## src/rtl/rf_wb_scheduler_pkg.sv

```systemverilog
// rf_sched_pkg: shared constants and types for the register-file writeback
// scheduler.
//   DATA_W / ADDR_W / NREGS : register file geometry (NREGS == 2**ADDR_W)
//   req_sel_e               : identifies a writeback requester (ALU or MEM)
//   wb_req_t                : one writeback request (valid, address, data)
package rf_sched_pkg;

    localparam int DATA_W = 16;
    localparam int ADDR_W = 3;
    localparam int NREGS  = 1 << ADDR_W;

    typedef enum logic {
        REQ_ALU = 1'b0,
        REQ_MEM = 1'b1
    } req_sel_e;

    typedef struct packed {
        logic              req;
        logic [ADDR_W-1:0] addr;
        logic [DATA_W-1:0] data;
    } wb_req_t;

endpackage

```

## src/rtl/rf_wb_scheduler_if.sv

```systemverilog
// rf_wb_scheduler_if: bundles every bus signal of the writeback scheduler.
//   master modport : the execute/memory stages and decode
//                    (drive requests and issue information, see ready/stall/rf/busy)
//   slave modport  : the scheduler itself
//   alu_* / mem_*  : two writeback req/addr/data/ready handshakes
//   issue_*        : decode issue request and the operand registers it uses
//   stall          : issue blocked this cycle
//   rf_*           : register file write port
//   busy_vec       : pending-write scoreboard
interface rf_wb_scheduler_if;
    import rf_sched_pkg::*;

    logic              alu_req;
    logic [ADDR_W-1:0] alu_addr;
    logic [DATA_W-1:0] alu_data;
    logic              alu_ready;

    logic              mem_req;
    logic [ADDR_W-1:0] mem_addr;
    logic [DATA_W-1:0] mem_data;
    logic              mem_ready;

    logic              issue_valid;
    logic              issue_wr;
    logic [ADDR_W-1:0] issue_dst;
    logic [ADDR_W-1:0] issue_src1;
    logic [ADDR_W-1:0] issue_src2;
    logic              stall;

    logic              rf_we;
    logic [ADDR_W-1:0] rf_waddr;
    logic [DATA_W-1:0] rf_wdata;
    logic [NREGS-1:0]  busy_vec;

    modport master (
        output alu_req, alu_addr, alu_data,
        output mem_req, mem_addr, mem_data,
        output issue_valid, issue_wr, issue_dst, issue_src1, issue_src2,
        input  alu_ready, mem_ready, stall,
        input  rf_we, rf_waddr, rf_wdata, busy_vec
    );

    modport slave (
        input  alu_req, alu_addr, alu_data,
        input  mem_req, mem_addr, mem_data,
        input  issue_valid, issue_wr, issue_dst, issue_src1, issue_src2,
        output alu_ready, mem_ready, stall,
        output rf_we, rf_waddr, rf_wdata, busy_vec
    );

endinterface

```

## src/rtl/rf_wb_scheduler_scoreboard.sv

```systemverilog
// rf_scoreboard: busy bit per register with a pending writeback, plus the
// RAW/WAW stall check for the instruction trying to issue.
//   clk, reset        : clock, synchronous active-high reset
//   issue_*           : decode issue request and its registers
//   grant_valid/addr  : writeback granted this cycle and its destination
//   stall             : issue blocked this cycle
//   busy_vec          : registered scoreboard
// Optional macro RF_EARLY_RELEASE_EN: the register being granted this cycle
// is already treated as free by the stall check, because the register file
// write lands before the issuing instruction reads its operands.
module rf_scoreboard
    import rf_sched_pkg::*;
(
    input  logic              clk,
    input  logic              reset,
    input  logic              issue_valid,
    input  logic              issue_wr,
    input  logic [ADDR_W-1:0] issue_dst,
    input  logic [ADDR_W-1:0] issue_src1,
    input  logic [ADDR_W-1:0] issue_src2,
    input  logic              grant_valid,
    input  logic [ADDR_W-1:0] grant_addr,
    output logic              stall,
    output logic [NREGS-1:0]  busy_vec
);

    logic [NREGS-1:0] busy_q, busy_d;
    logic [NREGS-1:0] grant_mask;
    logic [NREGS-1:0] check_busy;
    logic             issue_fire;

    always_comb begin
        grant_mask = '0;
        if (grant_valid) begin
            grant_mask[grant_addr] = 1'b1;
        end

`ifdef RF_EARLY_RELEASE_EN
        check_busy = busy_q & ~grant_mask;
`else
        check_busy = busy_q;
`endif

        stall = ~reset & issue_valid &
                (check_busy[issue_src1] | check_busy[issue_src2] |
                 (issue_wr & check_busy[issue_dst]));

        issue_fire = issue_valid & issue_wr & ~stall;

        // Clear first, then set: a newer write to the same register that
        // issues in the grant cycle must leave the register marked busy.
        busy_d = busy_q & ~grant_mask;
        if (issue_fire) begin
            busy_d[issue_dst] = 1'b1;
        end
    end

    always_ff @(posedge clk) begin
        if (reset) begin
            busy_q <= '0;
        end else begin
            busy_q <= busy_d;
        end
    end

    assign busy_vec = busy_q;

endmodule

```

## src/rtl/rf_wb_scheduler.sv

```systemverilog
// rf_wb_scheduler: shares the single register-file write port between the
// ALU and the load unit with round-robin arbitration, registers the write
// port (one cycle latency) and keeps the pending-write scoreboard that
// stalls issue on RAW/WAW hazards.
//   clk   : rising-edge clock
//   reset : synchronous active-high reset
//   bus   : rf_wb_scheduler_if slave modport (requests, issue, rf port, busy)
// Optional macro RF_EARLY_RELEASE_EN (handled in rf_scoreboard): lets a
// dependent instruction issue in the same cycle its producer is granted.
module rf_wb_scheduler
    import rf_sched_pkg::*;
(
    input  logic             clk,
    input  logic             reset,
    rf_wb_scheduler_if.slave bus
);

    wb_req_t           alu_wb, mem_wb;
    req_sel_e          last_grant_q, last_grant_d;
    logic              alu_grant, mem_grant, grant_valid;
    logic [ADDR_W-1:0] grant_addr;
    logic [DATA_W-1:0] grant_data;

    logic              rf_we_q, rf_we_d;
    logic [ADDR_W-1:0] rf_waddr_q, rf_waddr_d;
    logic [DATA_W-1:0] rf_wdata_q, rf_wdata_d;

    assign alu_wb = '{req: bus.alu_req, addr: bus.alu_addr, data: bus.alu_data};
    assign mem_wb = '{req: bus.mem_req, addr: bus.mem_addr, data: bus.mem_data};

    // Round-robin: on contention the requester that did not win last time
    // gets the port. Reset suppresses every grant.
    always_comb begin
        alu_grant = 1'b0;
        mem_grant = 1'b0;
        if (!reset) begin
            if (alu_wb.req && mem_wb.req) begin
                if (last_grant_q == REQ_MEM) begin
                    alu_grant = 1'b1;
                end else begin
                    mem_grant = 1'b1;
                end
            end else begin
                alu_grant = alu_wb.req;
                mem_grant = mem_wb.req;
            end
        end
        grant_valid = alu_grant | mem_grant;
        grant_addr  = mem_grant ? mem_wb.addr : alu_wb.addr;
        grant_data  = mem_grant ? mem_wb.data : alu_wb.data;
    end

    // Without a grant the address/data registers keep their old contents.
    always_comb begin
        last_grant_d = last_grant_q;
        if (alu_grant) begin
            last_grant_d = REQ_ALU;
        end else if (mem_grant) begin
            last_grant_d = REQ_MEM;
        end
        rf_we_d    = grant_valid;
        rf_waddr_d = grant_valid ? grant_addr : rf_waddr_q;
        rf_wdata_d = grant_valid ? grant_data : rf_wdata_q;
    end

    always_ff @(posedge clk) begin
        if (reset) begin
            last_grant_q <= REQ_MEM;
            rf_we_q      <= 1'b0;
            rf_waddr_q   <= '0;
            rf_wdata_q   <= '0;
        end else begin
            last_grant_q <= last_grant_d;
            rf_we_q      <= rf_we_d;
            rf_waddr_q   <= rf_waddr_d;
            rf_wdata_q   <= rf_wdata_d;
        end
    end

    rf_scoreboard u_scoreboard (
        .clk         (clk),
        .reset       (reset),
        .issue_valid (bus.issue_valid),
        .issue_wr    (bus.issue_wr),
        .issue_dst   (bus.issue_dst),
        .issue_src1  (bus.issue_src1),
        .issue_src2  (bus.issue_src2),
        .grant_valid (grant_valid),
        .grant_addr  (grant_addr),
        .stall       (bus.stall),
        .busy_vec    (bus.busy_vec)
    );

    assign bus.alu_ready = alu_grant;
    assign bus.mem_ready = mem_grant;
    assign bus.rf_we     = rf_we_q;
    assign bus.rf_waddr  = rf_waddr_q;
    assign bus.rf_wdata  = rf_wdata_q;

endmodule

```

## src/flat_wrapper.sv

```systemverilog
// flat-port wrapper written by rule: the top's interface ports become plain ports
module rf_wb_scheduler_flat import rf_sched_pkg::*;
  (clk, reset, bus_alu_req, bus_alu_addr, bus_alu_data, bus_mem_req, bus_mem_addr, bus_mem_data, bus_issue_valid, bus_issue_wr, bus_issue_dst, bus_issue_src1, bus_issue_src2, bus_alu_ready, bus_mem_ready, bus_stall, bus_rf_we, bus_rf_waddr, bus_rf_wdata, bus_busy_vec);
  rf_wb_scheduler_if bus_i ();
  input  logic clk;
  input  logic reset;
  input wire logic [$bits(bus_i.alu_req)-1:0] bus_alu_req;
  input wire logic [$bits(bus_i.alu_addr)-1:0] bus_alu_addr;
  input wire logic [$bits(bus_i.alu_data)-1:0] bus_alu_data;
  input wire logic [$bits(bus_i.mem_req)-1:0] bus_mem_req;
  input wire logic [$bits(bus_i.mem_addr)-1:0] bus_mem_addr;
  input wire logic [$bits(bus_i.mem_data)-1:0] bus_mem_data;
  input wire logic [$bits(bus_i.issue_valid)-1:0] bus_issue_valid;
  input wire logic [$bits(bus_i.issue_wr)-1:0] bus_issue_wr;
  input wire logic [$bits(bus_i.issue_dst)-1:0] bus_issue_dst;
  input wire logic [$bits(bus_i.issue_src1)-1:0] bus_issue_src1;
  input wire logic [$bits(bus_i.issue_src2)-1:0] bus_issue_src2;
  output wire logic [$bits(bus_i.alu_ready)-1:0] bus_alu_ready;
  output wire logic [$bits(bus_i.mem_ready)-1:0] bus_mem_ready;
  output wire logic [$bits(bus_i.stall)-1:0] bus_stall;
  output wire logic [$bits(bus_i.rf_we)-1:0] bus_rf_we;
  output wire logic [$bits(bus_i.rf_waddr)-1:0] bus_rf_waddr;
  output wire logic [$bits(bus_i.rf_wdata)-1:0] bus_rf_wdata;
  output wire logic [$bits(bus_i.busy_vec)-1:0] bus_busy_vec;
  assign bus_i.alu_req = bus_alu_req;
  assign bus_i.alu_addr = bus_alu_addr;
  assign bus_i.alu_data = bus_alu_data;
  assign bus_i.mem_req = bus_mem_req;
  assign bus_i.mem_addr = bus_mem_addr;
  assign bus_i.mem_data = bus_mem_data;
  assign bus_i.issue_valid = bus_issue_valid;
  assign bus_i.issue_wr = bus_issue_wr;
  assign bus_i.issue_dst = bus_issue_dst;
  assign bus_i.issue_src1 = bus_issue_src1;
  assign bus_i.issue_src2 = bus_issue_src2;
  assign bus_alu_ready = bus_i.alu_ready;
  assign bus_mem_ready = bus_i.mem_ready;
  assign bus_stall = bus_i.stall;
  assign bus_rf_we = bus_i.rf_we;
  assign bus_rf_waddr = bus_i.rf_waddr;
  assign bus_rf_wdata = bus_i.rf_wdata;
  assign bus_busy_vec = bus_i.busy_vec;
  rf_wb_scheduler u_core (.clk(clk), .reset(reset), .bus(bus_i));
endmodule
```

## config.mk

```make
export PLATFORM = sky130hd
export DESIGN_NAME = rf_wb_scheduler_flat
export DESIGN_NICKNAME = d
export VERILOG_FILES = /design/src/rtl/rf_wb_scheduler_pkg.sv /design/src/rtl/rf_wb_scheduler_if.sv /design/src/rtl/rf_wb_scheduler_scoreboard.sv /design/src/rtl/rf_wb_scheduler.sv /design/src/flat_wrapper.sv
export SDC_FILE = /design/constraint.sdc
export NUM_CORES = 1
export LEC_CHECK = 0
export ABC_AREA = 1
export CORE_MARGIN = 3
export CORE_UTILIZATION = 30
export DETAILED_ROUTE_END_ITERATION = 6
export GPL_TIMING_DRIVEN = 0
export HOLD_SLACK_MARGIN = 0.03
export PLACE_DENSITY_LB_ADDON = 0.2
export REMOVE_ABC_BUFFERS = 1
export SETUP_SLACK_MARGIN = 0.15
export SLEW_MARGIN = 10
export SYNTH_ARGS = -nofsm -noshare
export SYNTH_HDL_FRONTEND = slang
export SYNTH_HIERARCHICAL = 1
export SYNTH_SLANG_ARGS = --single-unit
export TNS_END_PERCENT = 1
```

## constraint.sdc

```tcl
create_clock -name clk -period 5.1 [get_ports clk]
set_clock_uncertainty 0.2 [all_clocks]
set_input_delay 1.275 -clock clk [delete_from_list [all_inputs] [get_ports clk]]
set_output_delay 1.275 -clock clk [all_outputs]
set_load 0.005 [all_outputs]
```

[Word-level counts from Yosys, hierarchy flattened]
Cells that the tools add are included.
Storage, ports and cells
  register bits: 29
  logic and storage cells: 50
Cells by class
  magnitude comparators: 6
  mux-type cells: 22
  bitwise logic cells: 13
  reductions and logical operators: 4
Operators with widths (number)
  $lt 3x4->1 const B: 4
  $mux 16: 1
  $mux 8: 2
  $mux 1: 13
  $bmux 1 s3: 3
  $and 8x8->8: 1
  $not 8->8: 1
  $or 8x8->8: 1
  $demux 1 s3: 2
  $ge 3x1->1 const B: 2
  $and 1x1->1: 5
  $logic_and 1x1->1: 3
  $mux 3: 1
  $or 1x1->1: 3
  $not 1->1: 2
  $reduce_bool 2->1: 1

[Logic depth before layout (Yosys ltp)]
  word-level depth: 13
  gate-level depth with buffers: 12
  depth with buffers taken out: 11

[By module]
Netlist, hierarchy kept.
By module, submodules not included
  rf_wb_scheduler: times used 1, cells each 167, area each 1156.1 µm²
  rf_scoreboard: times used 1, cells each 119, area each 688.2 µm²

[Worst setup path after synthesis]
OpenSTA, ideal clock, no wires.
  path type: in2out
  from: in bus_issue_dst[1]
  to: out bus_stall
  arrival: 2.008 ns
  data required time: 3.625 ns
  path slack: 1.617 ns
  cell stages on the path: 10
  path buffers: 1
  cells stage by stage: buf_4 nor2_1 nand2_1 nor2_1 nor2_1 nand2_1 nand2_1 nand2_2 nand2_4 inv_1
Between the ends
  cells in the longest elaborated chain, start to end: 5
RTL lines
  start, declared: RTL line flat_wrapper.sv:15  | input wire logic [$bits(bus_i.issue_dst)-1:0] bus_issue_dst;
  $bmux 1 s3: RTL line rf_wb_scheduler_scoreboard.sv:46  | (issue_wr & check_busy[issue_dst]));
  $mux 1 (implied by the code): RTL line rf_wb_scheduler_scoreboard.sv:46
  $and 1x1->1: RTL line rf_wb_scheduler_scoreboard.sv:46
  $or 1x1->1: RTL line rf_wb_scheduler_scoreboard.sv:45  | (check_busy[issue_src1] | check_busy[issue_src2] |
  $and 1x1->1: RTL line rf_wb_scheduler_scoreboard.sv:44  | stall = ~reset & issue_valid &
  end, declared: RTL line flat_wrapper.sv:20  | output wire logic [$bits(bus_i.stall)-1:0] bus_stall;
No other way between the ends. The select of a mux whose other input is x is not followed.

[Worst setup path after layout]
  from: in bus_mem_req
  to: out bus_mem_ready
Between the ends
  cells in the longest elaborated chain, start to end: 3
RTL lines
  start, declared: RTL line flat_wrapper.sv:10  | input wire logic [$bits(bus_i.mem_req)-1:0] bus_mem_req;
  $logic_and 1x1->1: RTL line rf_wb_scheduler.sv:37  | if (alu_wb.req && mem_wb.req) begin
  $mux 1 *: RTL line rf_wb_scheduler.sv:37
  $mux 1 *: RTL line rf_wb_scheduler.sv:36  | if (!reset) begin
  end, declared: RTL line flat_wrapper.sv:19  | output wire logic [$bits(bus_i.mem_ready)-1:0] bus_mem_ready;
Every way passes the cells marked *; elsewhere a longest branch is shown, timed or not.

==> flow_metrics.env <==
export IMPL_ant_nets=0
export IMPL_syn_cell_area_mm2=0.00184
export IMPL_crit_cells=4
export IMPL_grt_ovfl_total=0
export IMPL_synth_xor_xnor_area_share_pct=0
export IMPL_final_layout_size_suffix_gt1_share_pct=5.83
export IMPL_finalSetupTns_ns=0
export IMPL_final_cell_count_no_fill=432
export IMPL_area_growth_synth_to_final_pct=48.5
export IMPL_synth_compound_area_share_pct=5.02
export IMPL_min_path_type="reg2reg"
export IMPL_placedCellCount=425
export IMPL_grt_max_degree=40
export IMPL_crit_family="buffers and inverters"
export IMPL_fmax_ghz=0.213
export IMPL_synth_top_family_by_area="simple AND/OR/NAND/NOR gates"
export IMPL_cp_startpoint="bus_mem_req"
export IMPL_io_buffer_count=83
export IMPL_grt_pass1_wl_mm=9.67
export IMPL_viasPerCell=4.89
export IMPL_status="complete, no violations"
export IMPL_end_kind="output pin"
export IMPL_synth_cells=286
export IMPL_final_area_mm2=0.00274
export IMPL_crit_path_max_fanout=23
export IMPL_hold_depth=2
export IMPL_htree_levels=2
export IMPL_dr_pass1_iters=4
export IMPL_setup_violations_final=0
export IMPL_cpMostUsedCell="clkdlybuf4s50_1"
export IMPL_fin_util_pct=48.0
export IMPL_tightest_slew_ns=0.943
export IMPL_fin_ws_ns=0.404
export IMPL_fp_dieArea_mm2=0.00712
export IMPL_yosysSeqAreaShare_pct=31.5
export IMPL_ff2ff_path_depth=8
export IMPL_clock_path_buffers=2
export IMPL_dieHeight_um=84.4
export IMPL_slew_viol_final=0
export IMPL_vias=2111
export IMPL_drt_iter0_drc=163
export IMPL_hold_viol=0
export IMPL_initial_core_util_pct=32.3
export IMPL_synth_fa_ha_area_share_pct=0
export IMPL_cts_root_buf="clkbuf_8"
export IMPL_cts_setup_buffers=0
export IMPL_worst_path_largest_cell_delay_ns=1.09
export IMPL_cts_buffers=5
export IMPL_grt_usage_pct=16.6
export IMPL_ioPinCount=84
export IMPL_r2r_start="u_core/last_grant_q"
export IMPL_rows=27
export IMPL_p_per_area_mw_per_mm2=216
export IMPL_nNetsFinal=413
export IMPL_antenna_found_initial=0
export IMPL_crit_arrival_ns=3.22
export IMPL_wl_per_cell_um=13.4
export IMPL_n_antenna_cell=0
export IMPL_dp_slack_ns=-0.157
export IMPL_die_w_um=84.4
export IMPL_dpl_hpwl_mm=4.12
export IMPL_fin_crit_sh_pct=92.1
export IMPL_cap_violations=0
export IMPL_path_cells="clkdlybuf4s50_1 > nand3_2 > inv_2 > clkdlybuf4s50_1"
export IMPL_relSlewSlack_pct=36.9
export IMPL_min_period_ns=4.70
export IMPL_p_leak_nw=1.26
export IMPL_clk_pin_slew_ns=0.06
export IMPL_place_area_mm2=0.00264
export IMPL_cts_sinks=29
export IMPL_yosys_area_share_simple_pct=48.8
export IMPL_crit_end="bus_mem_ready"
export IMPL_ys_ff_latch=29
export IMPL_ir_drop_v=0.000148
export IMPL_placeableCoreArea_mm2=0.00571
export IMPL_cts_tree="done"
export IMPL_routed_wl_mm=5.78
export IMPL_rsz0062_at_grt="false"
export IMPL_r2r_end="u_core/u_scoreboard/busy_vec[4]"
export IMPL_synthMuxAreaShare_pct=0
export IMPL_grt_pass1_vias=1989
export IMPL_crit_slowest_cell="clkdlybuf4s50_1"
export IMPL_start_kind="input pin"
export IMPL_gp_congestion=0.766
export IMPL_crit_type="in2out"
export IMPL_synth_distinct_cells=22
export IMPL_rrSetupSlack_ns=2.99
export IMPL_drc_errors=0
export IMPL_synth_warnings=6
export IMPL_required_ns=3.62
export IMPL_insertion_delay_ns=0.28
export IMPL_avgSynthCellArea_um2=6.45
export IMPL_path_buf_inv=3
-- power breakdown --
part / internal, mW / total, mW / leakage [nW] / switching [mW]
registers: 0.240 / 0.247 / 0.238 / 0.00780
logic: 0.0817 / 0.155 / 0.982 / 0.0733
clock network: 0.107 / 0.189 / 0.0443 / 0.0820
total: 0.428 / 0.591 / 1.26 / 0.163
-- Yosys cell counts (all sizes together) --
cell | instances | share of area, %
nand2 | 65 | 15
o211ai | 1 | 0.41
nand3 | 72 | 20
dfxtp | 29 | 31
nor2 | 17 | 4.0
a21oi | 9 | 2.4
nand4 | 23 | 7.8
buf | 13 | 5.8
o21ai | 8 | 2.2
inv | 38 | 7.7
clkbuf | 3 | 1.2
nand3b | 2 | 0.81
nor3 | 6 | 1.6
-- cells in the final DEF (no fill, tap or decap) --
master | Yosys | layout
nand3b_1 | 2 | 2
nor2_1 | 15 | 15
nand2_4 | 3 | 3
nor2_4 | 1 | 1
bufinv_8 | 0 | 1
clkbuf_8 | 1 | 6
inv_1 | 31 | 31
nand3_1 | 71 | 71
nand2_2 | 2 | 2
o211ai_1 | 1 | 1
nand2_1 | 60 | 60
nand4_1 | 23 | 23
nor3_1 | 6 | 6
inv_2 | 7 | 6
nand3_2 | 1 | 1
dlymetal6s2s_1 | 0 | 1
clkbuf_1 | 2 | 1
a21oi_1 | 9 | 9
nor2_2 | 1 | 1
clkdlybuf4s50_1 | 0 | 82
dfxtp_1 | 29 | 29
o21ai_0 | 8 | 8
-- cell type report --
| type | count | area, um2 |
|---|---|---|
| Fill cell | 584 | 2970 |
| Tap cell | 72 | 90.1 |
| Inverter | 38 | 156 |
| Sequential cell | 29 | 581 |
| Clock buffer | 7 | 86.3 |
| Timing Repair Buffer | 83 | 833 |
| Multi-Input combinational cell | 203 | 992 |
-- per-layer routing --
layer  GRT usage (%)  part of all wire (%)  vias to the layer above
met1            23.6                    47                      937
met4            4.03                  0.97                        0
li1                -                     -                     1100
met3            5.20                   8.2                        5
met5               0                     0                        -
met2            24.3                    44                       69
-- through the flow --
stage | total power, mW | hold WS, ns
after global placement | 0.405 | 0.329
final | 0.591 | 0.344
after global routing | 0.630 | 0.375
after CTS | 0.598 | 0.346
after floorplan | 0.314 | 0.301
after detailed placement | 0.406 | 0.338
-- what timing repair did --
item	CTS	global route
hold buffers	0	0
endpoints found under the setup margin	2	1
gates resized for setup	3	1
-- worst min-delay path by stage --
stage	startpoint	endpoint	slack (ns)
after floorplan	u_core/u_scoreboard/busy_vec[5]	u_core/u_scoreboard/busy_vec[5]	0.30
after global placement	u_core/last_grant_q	u_core/last_grant_q	0.33
after detailed placement	u_core/u_scoreboard/busy_vec[1]	u_core/u_scoreboard/busy_vec[1]	0.34
after CTS	u_core/u_scoreboard/busy_vec[1]	u_core/u_scoreboard/busy_vec[1]	0.35
after global routing	u_core/last_grant_q	u_core/last_grant_q	0.37
final	u_core/u_scoreboard/busy_vec[1]	u_core/u_scoreboard/busy_vec[1]	0.34
-- registers in the layout (all words and copies together) (netlist names) --
register                      cells
u_core/bus.rf_waddr               3
u_core/bus.rf_we                  1
u_core/u_scoreboard/busy_vec      8
u_core/bus.rf_wdata              16
u_core/last_grant_q               1
-- cells by family (layout without fill, tap and decap cells) --
| logic type | Yosys count | in the layout |
|---|---|---|
| flops | 29 | 29 |
| compound gates | 18 | 18 |
| buf+inv | 54 | 128 |
| simple gates | 185 | 185 |
-- worst min-delay path, stage by stage (launching register included) --
cell,delay (ns)
dfxtp_1,0.35
o21ai_0,0.09
a21oi_1,0.06
No activity file was read; power rests on OpenSTA's default activity.
